===== config.mk =====
export PLATFORM = sky130hd
export DESIGN_NAME = writeback_buffer_flat
export DESIGN_NICKNAME = d
export VERILOG_FILES = /design/src/rtl/writeback_buffer_if.sv /design/src/rtl/writeback_buffer.sv /design/src/flat_wrapper.sv
export SDC_FILE = /design/constraint.sdc
export NUM_CORES = 1
export LEC_CHECK = 0
export CAP_MARGIN = 10
export CORE_MARGIN = 3
export CORE_UTILIZATION = 40
export DETAILED_ROUTE_END_ITERATION = 10
export DONT_BUFFER_PORTS = 1
export PLACE_DENSITY_LB_ADDON = 0.12
export SYNTH_ARGS = -nofsm -noshare
export SYNTH_HDL_FRONTEND = slang
export SYNTH_SLANG_ARGS = --single-unit

===== constraint.sdc =====
create_clock -name clk -period 5.5 [get_ports clk]
set_clock_uncertainty 0.05 [all_clocks]
set_input_delay 1.1 -clock clk [delete_from_list [all_inputs] [get_ports clk]]
set_output_delay 1.1 -clock clk [all_outputs]
set_load 0.05 [all_outputs]

===== src/rtl/writeback_buffer_if.sv =====
// writeback_buffer_if: lane inputs, register file write ports, forwarding lookup and occupancy
interface writeback_buffer_if #(
    parameter int DEPTH = 4,
    parameter int DW    = 32,
    parameter int AW    = 5
);
    logic                     in0Valid;
    logic                     in0Ready;
    logic [AW-1:0]            in0Reg;
    logic [DW-1:0]            in0Data;
    logic                     in1Valid;
    logic                     in1Ready;
    logic [AW-1:0]            in1Reg;
    logic [DW-1:0]            in1Data;
    logic                     we;
    logic [AW-1:0]            writeRegister;
    logic [DW-1:0]            writeData;
    logic                     we2;
    logic [AW-1:0]            writeRegister2;
    logic [DW-1:0]            writeData2;
    logic [AW-1:0]            lookupReg;
    logic                     lookupHit;
    logic [DW-1:0]            lookupData;
    logic [$clog2(DEPTH):0]   count;

    modport master (
        output in0Valid, in0Reg, in0Data, in1Valid, in1Reg, in1Data, lookupReg,
        input  in0Ready, in1Ready, we, writeRegister, writeData, we2, writeRegister2, writeData2,
               lookupHit, lookupData, count
    );

    modport slave (
        input  in0Valid, in0Reg, in0Data, in1Valid, in1Reg, in1Data, lookupReg,
        output in0Ready, in1Ready, we, writeRegister, writeData, we2, writeRegister2, writeData2,
               lookupHit, lookupData, count
    );
endinterface


===== src/rtl/writeback_buffer.sv =====
// writeback_buffer: in-order two-lane result queue draining two register file writes per cycle, with forwarding
module writeback_buffer #(
    parameter int DEPTH = 4,
    parameter int DW    = 32,
    parameter int AW    = 5
) (
    input  logic              clk,
    input  logic              rst,
    writeback_buffer_if.slave bus
);
    localparam int PW = $clog2(DEPTH);
    localparam int CW = PW + 1;

    logic [AW-1:0] q_reg  [DEPTH];
    logic [DW-1:0] q_data [DEPTH];
    logic [PW-1:0] rd_ptr, wr_ptr, wr1_ptr;
    logic          acc0, acc1, deq1, deq2;
    logic [CW-1:0] enq_n, deq_n;

    assign bus.in0Ready = bus.count <= CW'(DEPTH - 1);
    assign bus.in1Ready = bus.count <= CW'(DEPTH - 2);
    assign acc0    = bus.in0Valid && bus.in0Ready && bus.in0Reg != '0;
    assign acc1    = bus.in1Valid && bus.in1Ready && bus.in1Reg != '0;
    assign wr1_ptr = wr_ptr + PW'(acc0);
    assign enq_n   = CW'(acc0) + CW'(acc1);
    assign deq1    = bus.count != '0;
    assign deq2    = bus.count >= CW'(2);
    assign deq_n   = CW'(deq1) + CW'(deq2);

    // queue storage: lane 0 lands before lane 1 so program order is kept
    always_ff @(posedge clk) begin
        if (acc0) begin
            q_reg[wr_ptr]  <= bus.in0Reg;
            q_data[wr_ptr] <= bus.in0Data;
        end
        if (acc1) begin
            q_reg[wr1_ptr]  <= bus.in1Reg;
            q_data[wr1_ptr] <= bus.in1Data;
        end
    end

    // pointers, occupancy and the one-cycle output stage; dequeue only sees entries present before this edge
    always_ff @(posedge clk or negedge rst) begin
        if (!rst) begin
            rd_ptr             <= '0;
            wr_ptr             <= '0;
            bus.count          <= '0;
            bus.we             <= 1'b0;
            bus.writeRegister  <= '0;
            bus.writeData      <= '0;
            bus.we2            <= 1'b0;
            bus.writeRegister2 <= '0;
            bus.writeData2     <= '0;
        end else begin
            rd_ptr             <= rd_ptr + PW'(deq_n);
            wr_ptr             <= wr_ptr + PW'(enq_n);
            bus.count          <= bus.count + enq_n - deq_n;
            bus.we             <= deq1;
            bus.writeRegister  <= deq1 ? q_reg[rd_ptr] : '0;
            bus.writeData      <= deq1 ? q_data[rd_ptr] : '0;
            bus.we2            <= deq2;
            bus.writeRegister2 <= deq2 ? q_reg[rd_ptr + PW'(1)] : '0;
            bus.writeData2     <= deq2 ? q_data[rd_ptr + PW'(1)] : '0;
        end
    end

    // forwarding: later matches override earlier ones, so youngest pending value wins
    always_comb begin
        bus.lookupHit  = 1'b0;
        bus.lookupData = '0;
        if (bus.we && bus.writeRegister == bus.lookupReg) begin
            bus.lookupHit  = 1'b1;
            bus.lookupData = bus.writeData;
        end
        if (bus.we2 && bus.writeRegister2 == bus.lookupReg) begin
            bus.lookupHit  = 1'b1;
            bus.lookupData = bus.writeData2;
        end
        for (int i = 0; i < DEPTH; i++) begin
            if (CW'(i) < bus.count && q_reg[rd_ptr + PW'(i)] == bus.lookupReg) begin
                bus.lookupHit  = 1'b1;
                bus.lookupData = q_data[rd_ptr + PW'(i)];
            end
        end
        if (bus.lookupReg == '0) begin
            bus.lookupHit  = 1'b0;
            bus.lookupData = '0;
        end
    end
endmodule

===== src/flat_wrapper.sv =====
// flat-port wrapper written by rule: the top's interface ports become plain ports
module writeback_buffer_flat 
#(
    parameter int DEPTH = 4,
    parameter int DW    = 32,
    parameter int AW    = 5
)
  (clk, rst, bus_in0Valid, bus_in0Reg, bus_in0Data, bus_in1Valid, bus_in1Reg, bus_in1Data, bus_lookupReg, bus_in0Ready, bus_in1Ready, bus_we, bus_writeRegister, bus_writeData, bus_we2, bus_writeRegister2, bus_writeData2, bus_lookupHit, bus_lookupData, bus_count);
  writeback_buffer_if #(.DEPTH(DEPTH), .DW(DW), .AW(AW)) bus_i ();
  input  logic clk;
  input  logic rst;
  input wire logic [$bits(bus_i.in0Valid)-1:0] bus_in0Valid;
  input wire logic [$bits(bus_i.in0Reg)-1:0] bus_in0Reg;
  input wire logic [$bits(bus_i.in0Data)-1:0] bus_in0Data;
  input wire logic [$bits(bus_i.in1Valid)-1:0] bus_in1Valid;
  input wire logic [$bits(bus_i.in1Reg)-1:0] bus_in1Reg;
  input wire logic [$bits(bus_i.in1Data)-1:0] bus_in1Data;
  input wire logic [$bits(bus_i.lookupReg)-1:0] bus_lookupReg;
  output wire logic [$bits(bus_i.in0Ready)-1:0] bus_in0Ready;
  output wire logic [$bits(bus_i.in1Ready)-1:0] bus_in1Ready;
  output wire logic [$bits(bus_i.we)-1:0] bus_we;
  output wire logic [$bits(bus_i.writeRegister)-1:0] bus_writeRegister;
  output wire logic [$bits(bus_i.writeData)-1:0] bus_writeData;
  output wire logic [$bits(bus_i.we2)-1:0] bus_we2;
  output wire logic [$bits(bus_i.writeRegister2)-1:0] bus_writeRegister2;
  output wire logic [$bits(bus_i.writeData2)-1:0] bus_writeData2;
  output wire logic [$bits(bus_i.lookupHit)-1:0] bus_lookupHit;
  output wire logic [$bits(bus_i.lookupData)-1:0] bus_lookupData;
  output wire logic [$bits(bus_i.count)-1:0] bus_count;
  assign bus_i.in0Valid = bus_in0Valid;
  assign bus_i.in0Reg = bus_in0Reg;
  assign bus_i.in0Data = bus_in0Data;
  assign bus_i.in1Valid = bus_in1Valid;
  assign bus_i.in1Reg = bus_in1Reg;
  assign bus_i.in1Data = bus_in1Data;
  assign bus_i.lookupReg = bus_lookupReg;
  assign bus_in0Ready = bus_i.in0Ready;
  assign bus_in1Ready = bus_i.in1Ready;
  assign bus_we = bus_i.we;
  assign bus_writeRegister = bus_i.writeRegister;
  assign bus_writeData = bus_i.writeData;
  assign bus_we2 = bus_i.we2;
  assign bus_writeRegister2 = bus_i.writeRegister2;
  assign bus_writeData2 = bus_i.writeData2;
  assign bus_lookupHit = bus_i.lookupHit;
  assign bus_lookupData = bus_i.lookupData;
  assign bus_count = bus_i.count;
  writeback_buffer #(.DEPTH(DEPTH), .DW(DW), .AW(AW)) u_core (.clk(clk), .rst(rst), .bus(bus_i));
endmodule

# After elaboration in Yosys (flattened, before gate mapping)
# Memories as Yosys holds them, arrays and structs flattened.
# Index checks and enable logic that the tools add are counted.
op_classes:
  addsub: 10
  multipliers: 0
  div: 0
  magnitude_cmp: 7
  n_eq_ne: 6
  shifts: 0
  mux: 22
  bitwise_logic: 0
  n_reduce_logical: 14
op_table:
  columns: ["op", "count"]
  rows:
  - ["$mux 32", 9]
  - ["$eq 5x5->1", 6]
  - ["$mux 1", 11]
  - ["$logic_and 1x1->1", 10]
  - ["$mux 5", 2]
  - ["$reduce_bool 5->1", 2]
  - ["$le 3x2->1 const B", 2]
  - ["$lt 1x3->1 const A", 2]
  - ["$lt 2x3->1 const A", 2]
  - ["$logic_not 5->1", 1]
  - ["$add 1x1->2", 2]
  - ["$add 2x2->2", 2]
  - ["$add 2x2->2 const B", 2]
  - ["$add 3x3->3", 1]
  - ["$ge 3x2->1 const B", 1]
  - ["$reduce_bool 3->1", 1]
  - ["$sub 3x3->3", 1]
  - ["$add 2x1->2", 1]
  - ["$add 2x1->2 const B", 1]
word_totals:
  regBits: 83
  latch_bits: 0
  mem_bits_rw: 148
  rom_bits: 0
  output_inout_bits: 114
  n_memories: 2
memory_table:
  columns: ["name", "depth", "word_bits", "rd", "rd_ports_with_merged_regs", "wr", "line_no", "text"]
  rows:
  - ["u_core.q_data", 4, 32, 4, 0, 2, "writeback_buffer.sv:15", "logic [DW-1:0] q_data [DEPTH];"]
  - ["u_core.q_reg", 4, 5, 4, 0, 2, "writeback_buffer.sv:14", "logic [AW-1:0] q_reg [DEPTH];"]

# Longest topological paths before layout
# Gate-level depths: netlist of the first run.
logic_depth:
  word_depth: 9
  ltp_mapped: 12
  ltp_nobuf: 12

# Worst setup path after synthesis of the first run
# No wires, ideal clock.
synth_path:
  kind: "input-to-output"
  startpoint: "input port bus_lookupReg[1]"
  endpoint: "output port bus_lookupData[30]"
  t_arrival_ns: 3.902
  slack_ns: 0.448
  cell_stages: 9
  n_path_buf: 3
  path_cell_list: "clkbuf_1 -> xor2_1 -> nor4_1 -> and3_1 -> clkbuf_1 -> clkbuf_1 -> a22oi_1 -> o21a_1 -> o31ai_1"
synth_between:
  elab_chain_cells: 9
  elab_cells_between_ends: 20
  cone_classes: "eq/ne (6); mux (7); reduce/logical (7)"
synth_rtl:
  columns: ["item", "line_no", "text"]
  rows:
  - ["from (decl)", "flat_wrapper.sv:18", "input wire logic [$bits(bus_i.lookupReg)-1:0] bus_lookupReg;"]
  - ["$eq 5x5->1", "writeback_buffer.sv:71", "if (bus.we && bus.writeRegister == bus.lookupReg) begin"]
  - ["$logic_and 1x1->1", "writeback_buffer.sv:71", null]
  - ["$mux 32", "writeback_buffer.sv:71", null]
  - ["$mux 32", "writeback_buffer.sv:75", "if (bus.we2 && bus.writeRegister2 == bus.lookupReg) begin"]
  - ["$mux 32 (4 in a row)", "writeback_buffer.sv:80", "if (CW'(i) < bus.count && q_reg[rd_ptr + PW'(i)] == bus.lookupReg) begin"]
  - ["$mux 32 (*)", "writeback_buffer.sv:85", "if (bus.lookupReg == '0) begin"]
  - ["to (decl)", "flat_wrapper.sv:28", "output wire logic [$bits(bus_i.lookupData)-1:0] bus_lookupData;"]
# Mark *: on every way between the ends. The rest lies on a longest branch, timed or not.

# Final worst setup path of the first run
layout_path:
  startpoint: "register u_core.rd_ptr[0]"
  endpoint: "output port bus_lookupData[30]"
layout_between:
  elab_chain_cells: 8
  elab_cells_between_ends: 18
  cone_classes: "add/sub (3); eq/ne (4); mux (5); reduce/logical (4); memory (2)"
layout_rtl:
  columns: ["item", "line_no", "text"]
  rows:
  - ["from (decl)", "writeback_buffer.sv:16", "logic [PW-1:0] rd_ptr, wr_ptr, wr1_ptr;"]
  - ["from (signal assigned)", "writeback_buffer.sv:55", "rd_ptr <= rd_ptr + PW'(deq_n);"]
  - ["$add 2x1->2 or $mem_v2 4x5 (tied branches)", null, null]
  - ["$mem_v2 4x5 or $eq 5x5->1 (tied branches)", null, null]
  - ["$eq 5x5->1 or $logic_and 1x1->1 (tied branches)", "writeback_buffer.sv:80", null]
  - ["$logic_and 1x1->1 or $mux 32 (tied branches)", "writeback_buffer.sv:80", null]
  - ["$mux 32 (2 in a row)", "writeback_buffer.sv:80", null]
  - ["$mux 32 (*)", "writeback_buffer.sv:80", null]
  - ["$mux 32 (*)", "writeback_buffer.sv:85", null]
# Marks and branches as above.

==> results.env, run 1 <==
HOLD_VIOLATIONS=0
YOSYS_REGISTER_BITS=231
SYNTHESIS_TO_LAYOUT_AREA_GROWTH_PCT=9.88
FMAXACHIEVABLE_MHz=191
CRIT_PATH_END_KIND='primary output'
EDFF_COUNT_SYNTH=148
HOLD_PATH.CLASS='input port to async pin'
CLK_ROOT_BUF='sky130_fd_sc_hd__clkbuf_16'
MAXIMUM_NUMBER_OF_PINS_ON_ONE_NET_BEFORE_GLOBAL_ROUTE_REPAIR=84
GRT_PASS1_WL_UM=65400
CRITPATHARRIVALTIME_NS=4.10
DETAILED_PLACE_HPWL_UM=26700
POST_ROUTE_CELLS_DRIVE_ABOVE_1_SHARE_PCT=25.9
IRDROPWORSTVDD_mV=0.433
SYN-INSTANCE-COUNT=1202
POWERDENSITY_nW_PER_UM2=713
REG2REG_SLACK_NS=1.83
TIMING.SLEW.HEADROOM_PCT=29.7
DRT.ANTENNA.VIOLATING_NETS=0
ROUTED_WIRE_LENGTH_PER_INSTANCE_UM=26.1
SYNTH_TOP_FLOP_CELL='sky130_fd_sc_hd__edfxtp_1'
POSTROUTEWIRELENGTH_UM=43100
DRT-VIAS-PER-INSTANCE=5.97
WORSTPATHMAXFANOUT=64
NETLIST_TOP_CELLS_AREA='sky130_fd_sc_hd__edfxtp_1, sky130_fd_sc_hd__dfrtp_1, sky130_fd_sc_hd__mux2_2, sky130_fd_sc_hd__mux2i_1, sky130_fd_sc_hd__nand2_1'
INITIAL_UTILIZATION_PCT=40.7
MULTI_INPUT_AREA_UM2=7030
CTS-BUFFERS-INSERTED=29
TRITONCTS='yes'
WORST_SKEW_PAIR.LATE_LATENCY_NS=0.56
CAP_VIOLATIONS=0
FIN_SETUP_TNS_NS=0
ANTENNA_CELLS=0
FINAL_PERIOD_MINUS_WORST_SETUP_SLACK_NS=5.25
CORE_ROWS=68
SETUP.WORST_PATH.CLASS='flip-flop to primary output'
ASYNC_RESET_FF_SHARE_PCT=35.9
NUM-NETS-FINAL=1266
WORST_EP_REQUIRED_TIME_NS=4.35
FILLER_CELL_COUNT=3220
WORSTSETUPSTARTPOINTTYPE='flip-flop'
REG_CLK_SLEW_REPORTED_PATHS_NS=0.06
POST_SYNTH_INSTANCE_AREA_UM2=14100
FIN_CRIT_SH_PCT=95.4
DRCVIOLATIONCOUNT=0
MAX_SLEW.WORST_PIN.SLEW_NS=1.05
GP_CONGESTION=0.789
CRITICAL_PATH.REG2REG.ENDPOINT='u_core.q_data[3][15]'
TOP_LEVEL_PORT_COUNT=197
NUMBER_OF_SINKS_DRIVEN_BY_THE_CLOCK_TREE=231
REGISTER_AREA_UM2=6530
NUMBER_OF_FLIP_FLOPS_IN_THE_LARGEST_REGISTER=128
P_LEAK_nW=6.08
REG2REG_FROM='u_core.bus.count[2]'
1ST_ITER_DRT_VIOLS=560
FINAL-MAX-SLEW-VIOLATION-COUNT=0
WORST_R2R_PATH_DEPTH=8
SYNTH_AREA_LEADER_CELL='sky130_fd_sc_hd__edfxtp_1'
SYNTHDISTINCTLIBCELLS=50
GRT-OVFL-TOTAL=0
DRT_PRE_ANTENNA_ITERS=5
POST_CTS_HOLD_BUFFER_COUNT=0
ROUTED-VIA-COUNT=9852
FIRST_GLOBAL_VIAS=10402
NETLIST.AREA_LEADER.SHARE_PCT=31.6
CHIPWIDTH_UM=194
FINAL_CORE_UTILIZATION_PCT=44.7
GROUTE.USAGE.OVERALL_PCT=22.6
INITIAL_ANTENNA_VIOLATION_COUNT=0
DIE_H_UM=194
SYN_NETS=1294
BUFFER_PORTS.INSERTED=0
SYNTHESIS.AREA_PER_INSTANCE_UM2=11.7
REGISTER_WITH_THE_HIGHEST_FLOP_COUNT='u_core.q_data'
CORE-AREA_UM2=34600
YOSYS_WARNINGS=0
CTS.PATH.MAX_BUFFERS=3
LAYOUT_TOP_REGISTERS='u_core.q_data x128, u_core.bus.writeData2 x32, u_core.bus.writeData x32'
OUTCOME='completed'
DESIGN.DIE.AREA_UM2=37500
YOSYS.CELL_COUNT.TOP_TYPE='sky130_fd_sc_hd__nand2_1'
YS_TOP_CELLS_BY_COUNT='sky130_fd_sc_hd__nand2_1, sky130_fd_sc_hd__mux2_2, sky130_fd_sc_hd__edfxtp_1, sky130_fd_sc_hd__mux2i_1, sky130_fd_sc_hd__nor2_1'
SEQ_AREA_FRAC_SYNTH_PCT=46.3
FINAL-SETUP-VIOL-COUNT=0
HTREE_NUM_LEVELS=1
SETUP_REPAIR_AFTER_GLOBAL_ROUTING_MISSED_ITS_MARGIN='false'
-- worst max-delay path: stages, from the launching register on --
cell and delay (ns):
sky130_fd_sc_hd__dfrtp_4 0.57, sky130_fd_sc_hd__buf_4 0.53, sky130_fd_sc_hd__mux2_2 0.42, sky130_fd_sc_hd__nor4_4 0.36
sky130_fd_sc_hd__buf_4 0.87, sky130_fd_sc_hd__a21boi_0 0.22, sky130_fd_sc_hd__a31oi_1 0.21, sky130_fd_sc_hd__o31ai_2 0.12
sky130_fd_sc_hd__buf_4 0.21
-- repair_timing --
| action | 4_1_cts | 5_1_grt |
|---|---|---|
| buffers inserted | 0 | 2 |
| pin swaps | 0 | 1 |
| endpoints found under the setup margin | 20 | 14 |
| gates resized for setup | 1 | 3 |
| cloned | 0 | 0 |
-- stage by stage --
stage / hold WS [ns] / setup slack, ns / instances / cell area [um^2] / total power [mW]
after CTS: 0.157 / 0.0827 / 1649 / 15500 / 11.1
after global placement: 0.560 / 0.572 / 1596 / 14500 / 9.21
after floorplan: 0.430 / 0.448 / 1202 / 14100 / 7.94
after global routing: 0.162 / 0.0302 / 1651 / 15500 / 11.7
after detailed placement: 0.567 / 0.467 / 1596 / 14500 / 9.25
final: 0.189 / 0.254 / 1651 / 15500 / 11.0
-- layout by cell type, fill, tap and decap left out, drive strengths merged, types with 2 or more instances in the layout --
master,synthesis,routed
nor3,6,6
dfrtp,83,83
clkbuf,35,40
inv,14,14
mux4,16,16
xor2,11,11
a211oi,32,32
clkinv,0,10
and3,2,2
mux2i,135,135
nand3,5,5
bufinv,0,2
and2,6,6
ha,7,7
o32a,31,31
a21oi,3,3
o21ai,5,5
nand2,189,189
mux2,153,153
buf,70,46
nor2,102,102
edfxtp,148,148
nor4,3,3
nor2b,4,4
fa,2,2
nand2b,2,2
nand4,2,2
a221oi,93,93
xnor2,28,28
or3,2,2
-- where the power goes --
part	leakage, nW	internal [mW]	switching, mW
Sequential	2.34	2.58	1.54
Combinational	3.28	1.81	3.24
Clock	0.460	1.12	0.750
-- metal layers --
metal | track usage [%] | part of all wire [%]
met1 | 27.4 | 40
met2 | 39.0 | 49
met3 | 7.32 | 8.3
met4 | 5.97 | 2.4
met5 | 0 | 0
-- worst max-delay path by stage --
stage,endpoint,cells after the start,slack (ns),start
after floorplan,bus_lookupData[30],9,0.45,bus_lookupReg[1]
after global placement,bus_lookupData[25],9,0.57,u_core.rd_ptr[1]
after detailed placement,bus_lookupData[25],9,0.47,u_core.rd_ptr[1]
after CTS,bus_lookupData[29],9,0.08,u_core.rd_ptr[0]
after global routing,bus_lookupData[22],9,0.03,u_core.rd_ptr[1]
final,bus_lookupData[30],8,0.25,u_core.rd_ptr[0]
-- cell families after synthesis --
group / count (synthesis) / share of synthesized area [%]
AND/OR/NAND/NOR: 325 / 9.53
multiplexers: 304 / 24.4
flip-flops: 231 / 46.3
AO/OA/AOI/OAI: 175 / 11.9
buffers and inverters: 119 / 4.48
XOR/XNOR: 39 / 2.43
adder cells (fa/ha/maj): 9 / 0.906
-- layout make-up --
type,instances,area share (%)
Clock inverter,13,0.736
Sequential cell,231,42.2
Clock buffer,40,5.29
Timing Repair Buffer,46,2.36
Multi-Input combinational cell,852,45.4
Tap cell,455,3.68
Inverter,14,0.340
Power figures use the tool's default switching activity.
==> run 2, diff against run 1 <==
==> constraint.sdc (replaced) <==
create_clock -name clk -period 5.6 [get_ports clk]
set_clock_uncertainty 0.05 [all_clocks]
set_input_delay 1.12 -clock clk [delete_from_list [all_inputs] [get_ports clk]]
set_output_delay 1.12 -clock clk [all_outputs]
set_load 0.05 [all_outputs]
==> run 2 against run 1 <==
  * Via count decreased by 0.14%
  * Critical path depth is the same
  * Die area unchanged
  * Cell count is 0.48% lower
  * Clock power about the same
  * Combinational power is 3% lower
  * Global-route usage up 0.23 points
  * Design area is 0.29% lower
  * Sequential power barely moved
  * Register-to-register slack gained 0.08 ns
  * Critical endpoint is now bus_lookupData[0]
  * Largest cell class unchanged
  * Largest power group unchanged
  * Highest routed layer unchanged
==> results.env, run 2 (synthesized netlist as in run 1, its figures left out) <==
MAX_SLEW.WORST_PIN.SLEW_NS=1.03
CRITICAL_PATH.MOST_COMMON_CELL='sky130_fd_sc_hd__buf_4'
OUTCOME='completed'
FINAL-SETUP-VIOL-COUNT=0
IRDROPWORSTVDD_mV=0.440
FILLER_CELL_COUNT=3212
CRIT_SLOWEST_CELL='sky130_fd_sc_hd__dfrtp_4'
CRITPATHARRIVALTIME_NS=3.99
PLACED_AREA_UM2=14500
SLACK_OF_THE_CRITICAL_PATH_NS=0.441
POST_ROUTE_CELLS_DRIVE_ABOVE_1_SHARE_PCT=25.5
SETUP.WORST_PATH.CLASS='flip-flop to primary output'
1ST_ITER_DRT_VIOLS=544
REGISTER_WITH_THE_HIGHEST_FLOP_COUNT='u_core.q_data'
DRT-VIAS-PER-INSTANCE=5.99
FINAL_PERIOD_MINUS_WORST_SETUP_SLACK_NS=5.16
CAP_VIOLATIONS=0
CRITPATHTOPFAMILY='compound AO/OA/AOI/OAI gates'
FIN_CRIT_SH_PCT=92.1
SYNTHESIS_TO_LAYOUT_AREA_GROWTH_PCT=9.56
POSTLAYOUTCELLAREA_UM2=15400
CTS-RESIZED-GATES=0
PLACEMENT.SETUP.WORST_SLACK_NS=0.849
POWER_SHARE_OF_THE_CLOCK_GROUP_PCT=17.4
CRITICAL-PATH-MAX-STAGE-DELAY_NS=0.63
SETUP_REPAIR_AFTER_GLOBAL_ROUTING_MISSED_ITS_MARGIN='false'
HOLD-WORST-SLACK_NS=0.225
TRITONCTS='yes'
NUM-NETS-FINAL=1258
LAYOUT_TOP_REGISTERS='u_core.q_data x128, u_core.bus.writeData2 x32, u_core.bus.writeData x32'
TIMING.SLEW.HEADROOM_PCT=31.3
HOLD_VIOLATIONS=0
CORE_ROWS=68
WORST_SKEW_PAIR.LATE_LATENCY_NS=0.54
ANTENNA_CELLS=0
FMAXACHIEVABLE_MHz=194
POST_CTS_HOLD_BUFFER_COUNT=0
CTS.PATH.MAX_BUFFERS=3
DIE_H_UM=194
CRIT_PATH_END_KIND='primary output'
WORSTSETUPSTARTPOINTTYPE='flip-flop'
POSTROUTEWIRELENGTH_UM=43400
DRT.ANTENNA.VIOLATING_NETS=0
DRCVIOLATIONCOUNT=0
HOLD_PATH.CLASS='input port to async pin'
GP_CONGESTION=0.846
FINAL-MAX-SLEW-VIOLATION-COUNT=0
DESIGN.DIE.AREA_UM2=37500
CRITICAL_PATH.CELL_CHAIN='buf_4 -> mux4_2 -> xor2_1 -> nor4_4 -> nor3_4 -> buf_4 -> a221oi_1 -> o32a_1'
MAXIMUM_NUMBER_OF_PINS_ON_ONE_NET_BEFORE_GLOBAL_ROUTE_REPAIR=84
FIN_SETUP_TNS_NS=0
INSTANCES_NO_FILL=1643
FIRST_GLOBAL_VIAS=10356
NUMBER_OF_SINKS_DRIVEN_BY_THE_CLOCK_TREE=231
REG_CLK_SLEW_REPORTED_PATHS_NS=0.06
CLK_ROOT_BUF='sky130_fd_sc_hd__clkbuf_16'
GROUTE.USAGE.OVERALL_PCT=22.8
CP.BUFFERS_INVERTERS=2
GRT_PASS1_WL_UM=66200
INITIAL_ANTENNA_VIOLATION_COUNT=0
DRT_PRE_ANTENNA_ITERS=5
P_TOTAL_mW=10.8
DETAILED_PLACE_HPWL_UM=27300
PWR-SHARE-SEQ_PCT=37.7
COMBINATIONALPOWERSHARE_PCT=44.9
FINAL_CORE_UTILIZATION_PCT=44.6
LAYOUT.CELLS.MOST_COMMON_LIST='sky130_fd_sc_hd__nand2_1, sky130_fd_sc_hd__mux2_2, sky130_fd_sc_hd__edfxtp_1, sky130_fd_sc_hd__mux2i_1, sky130_fd_sc_hd__nor2_1'
CTS-BUFFERS-INSERTED=29
ROUTED-VIA-COUNT=9838
WORST_EP_REQUIRED_TIME_NS=4.43
POWERDENSITY_nW_PER_UM2=703
GRT-OVFL-TOTAL=0
SWITCHINGPOWER_mW=5.43
NUMBER_OF_FLIP_FLOPS_IN_THE_LARGEST_REGISTER=128
POST-CTS-SETUP-BUFFER-COUNT=0
TOP_LEVEL_PORT_COUNT=197
INITIAL_UTILIZATION_PCT=40.7
CORE-AREA_UM2=34600
P_LEAK_nW=6.04
HTREE_NUM_LEVELS=1
ROUTED_WIRE_LENGTH_PER_INSTANCE_UM=26.4
FINAL_COMMON_CELL='sky130_fd_sc_hd__nand2_1'
CHIPWIDTH_UM=194
WORSTPATHMAXFANOUT=34
SWITCHING_SHARE_PCT=50.0
CELL_INTERNAL_PWR_mW=5.42
PLACEDCELLCOUNT=1590
BUFFER_PORTS.INSERTED=0
-- run 2: path summary, 6_finish.rpt --
kind | slack, ns | to | depth (start not counted) | startpoint
min reg2reg | 0.57 | u_core.wr_ptr[1] | 1 | u_core.wr_ptr[1]
min | 0.23 | u_core.bus.count[2] | 0 | rst
max reg2reg | 1.91 | u_core.q_data[3][11] | 8 | u_core.bus.count[2]
max | 0.44 | bus_lookupData[0] | 8 | u_core.rd_ptr[0]
min in group clk | 0.57 | u_core.wr_ptr[1] | 1 | u_core.wr_ptr[1]
max in group asynchronous | 5.13 | u_core.bus.writeData[10] | 0 | rst
-- run 2: power groups by stage --
stage,sequential (mW),clock [mW],combinational [mW]
CTS,4.10,1.93,4.92
floorplan,3.86,0,3.93
global route,4.18,2.01,5.30
detailed placement,4.14,0,4.91
global placement,4.12,0,4.87
finish,4.09,1.89,4.87
-- run 2: cell type report --
cell class                      instances  area (um^2)  share of cell area [%]
Multi-Input combinational cell        852         7020                    45.5
Sequential cell                       231         6530                    42.3
Clock buffer                           35          768                    4.98
Tap cell                              455          569                    3.69
Timing Repair Buffer                   38          298                    1.93
Clock inverter                         18          190                    1.23
Inverter                               14         52.6                   0.341
-- run 2: metal layers --
layer	up-vias	global-route usage [%]	share of wire [%]	wire length, um
li1	4482	-	-	-
met2	311	39.4	49	21200
met1	4974	28.3	41	17600
met4	0	5.44	2.4	1030
met3	71	6.76	8.1	3510
met5	-	0	0	0
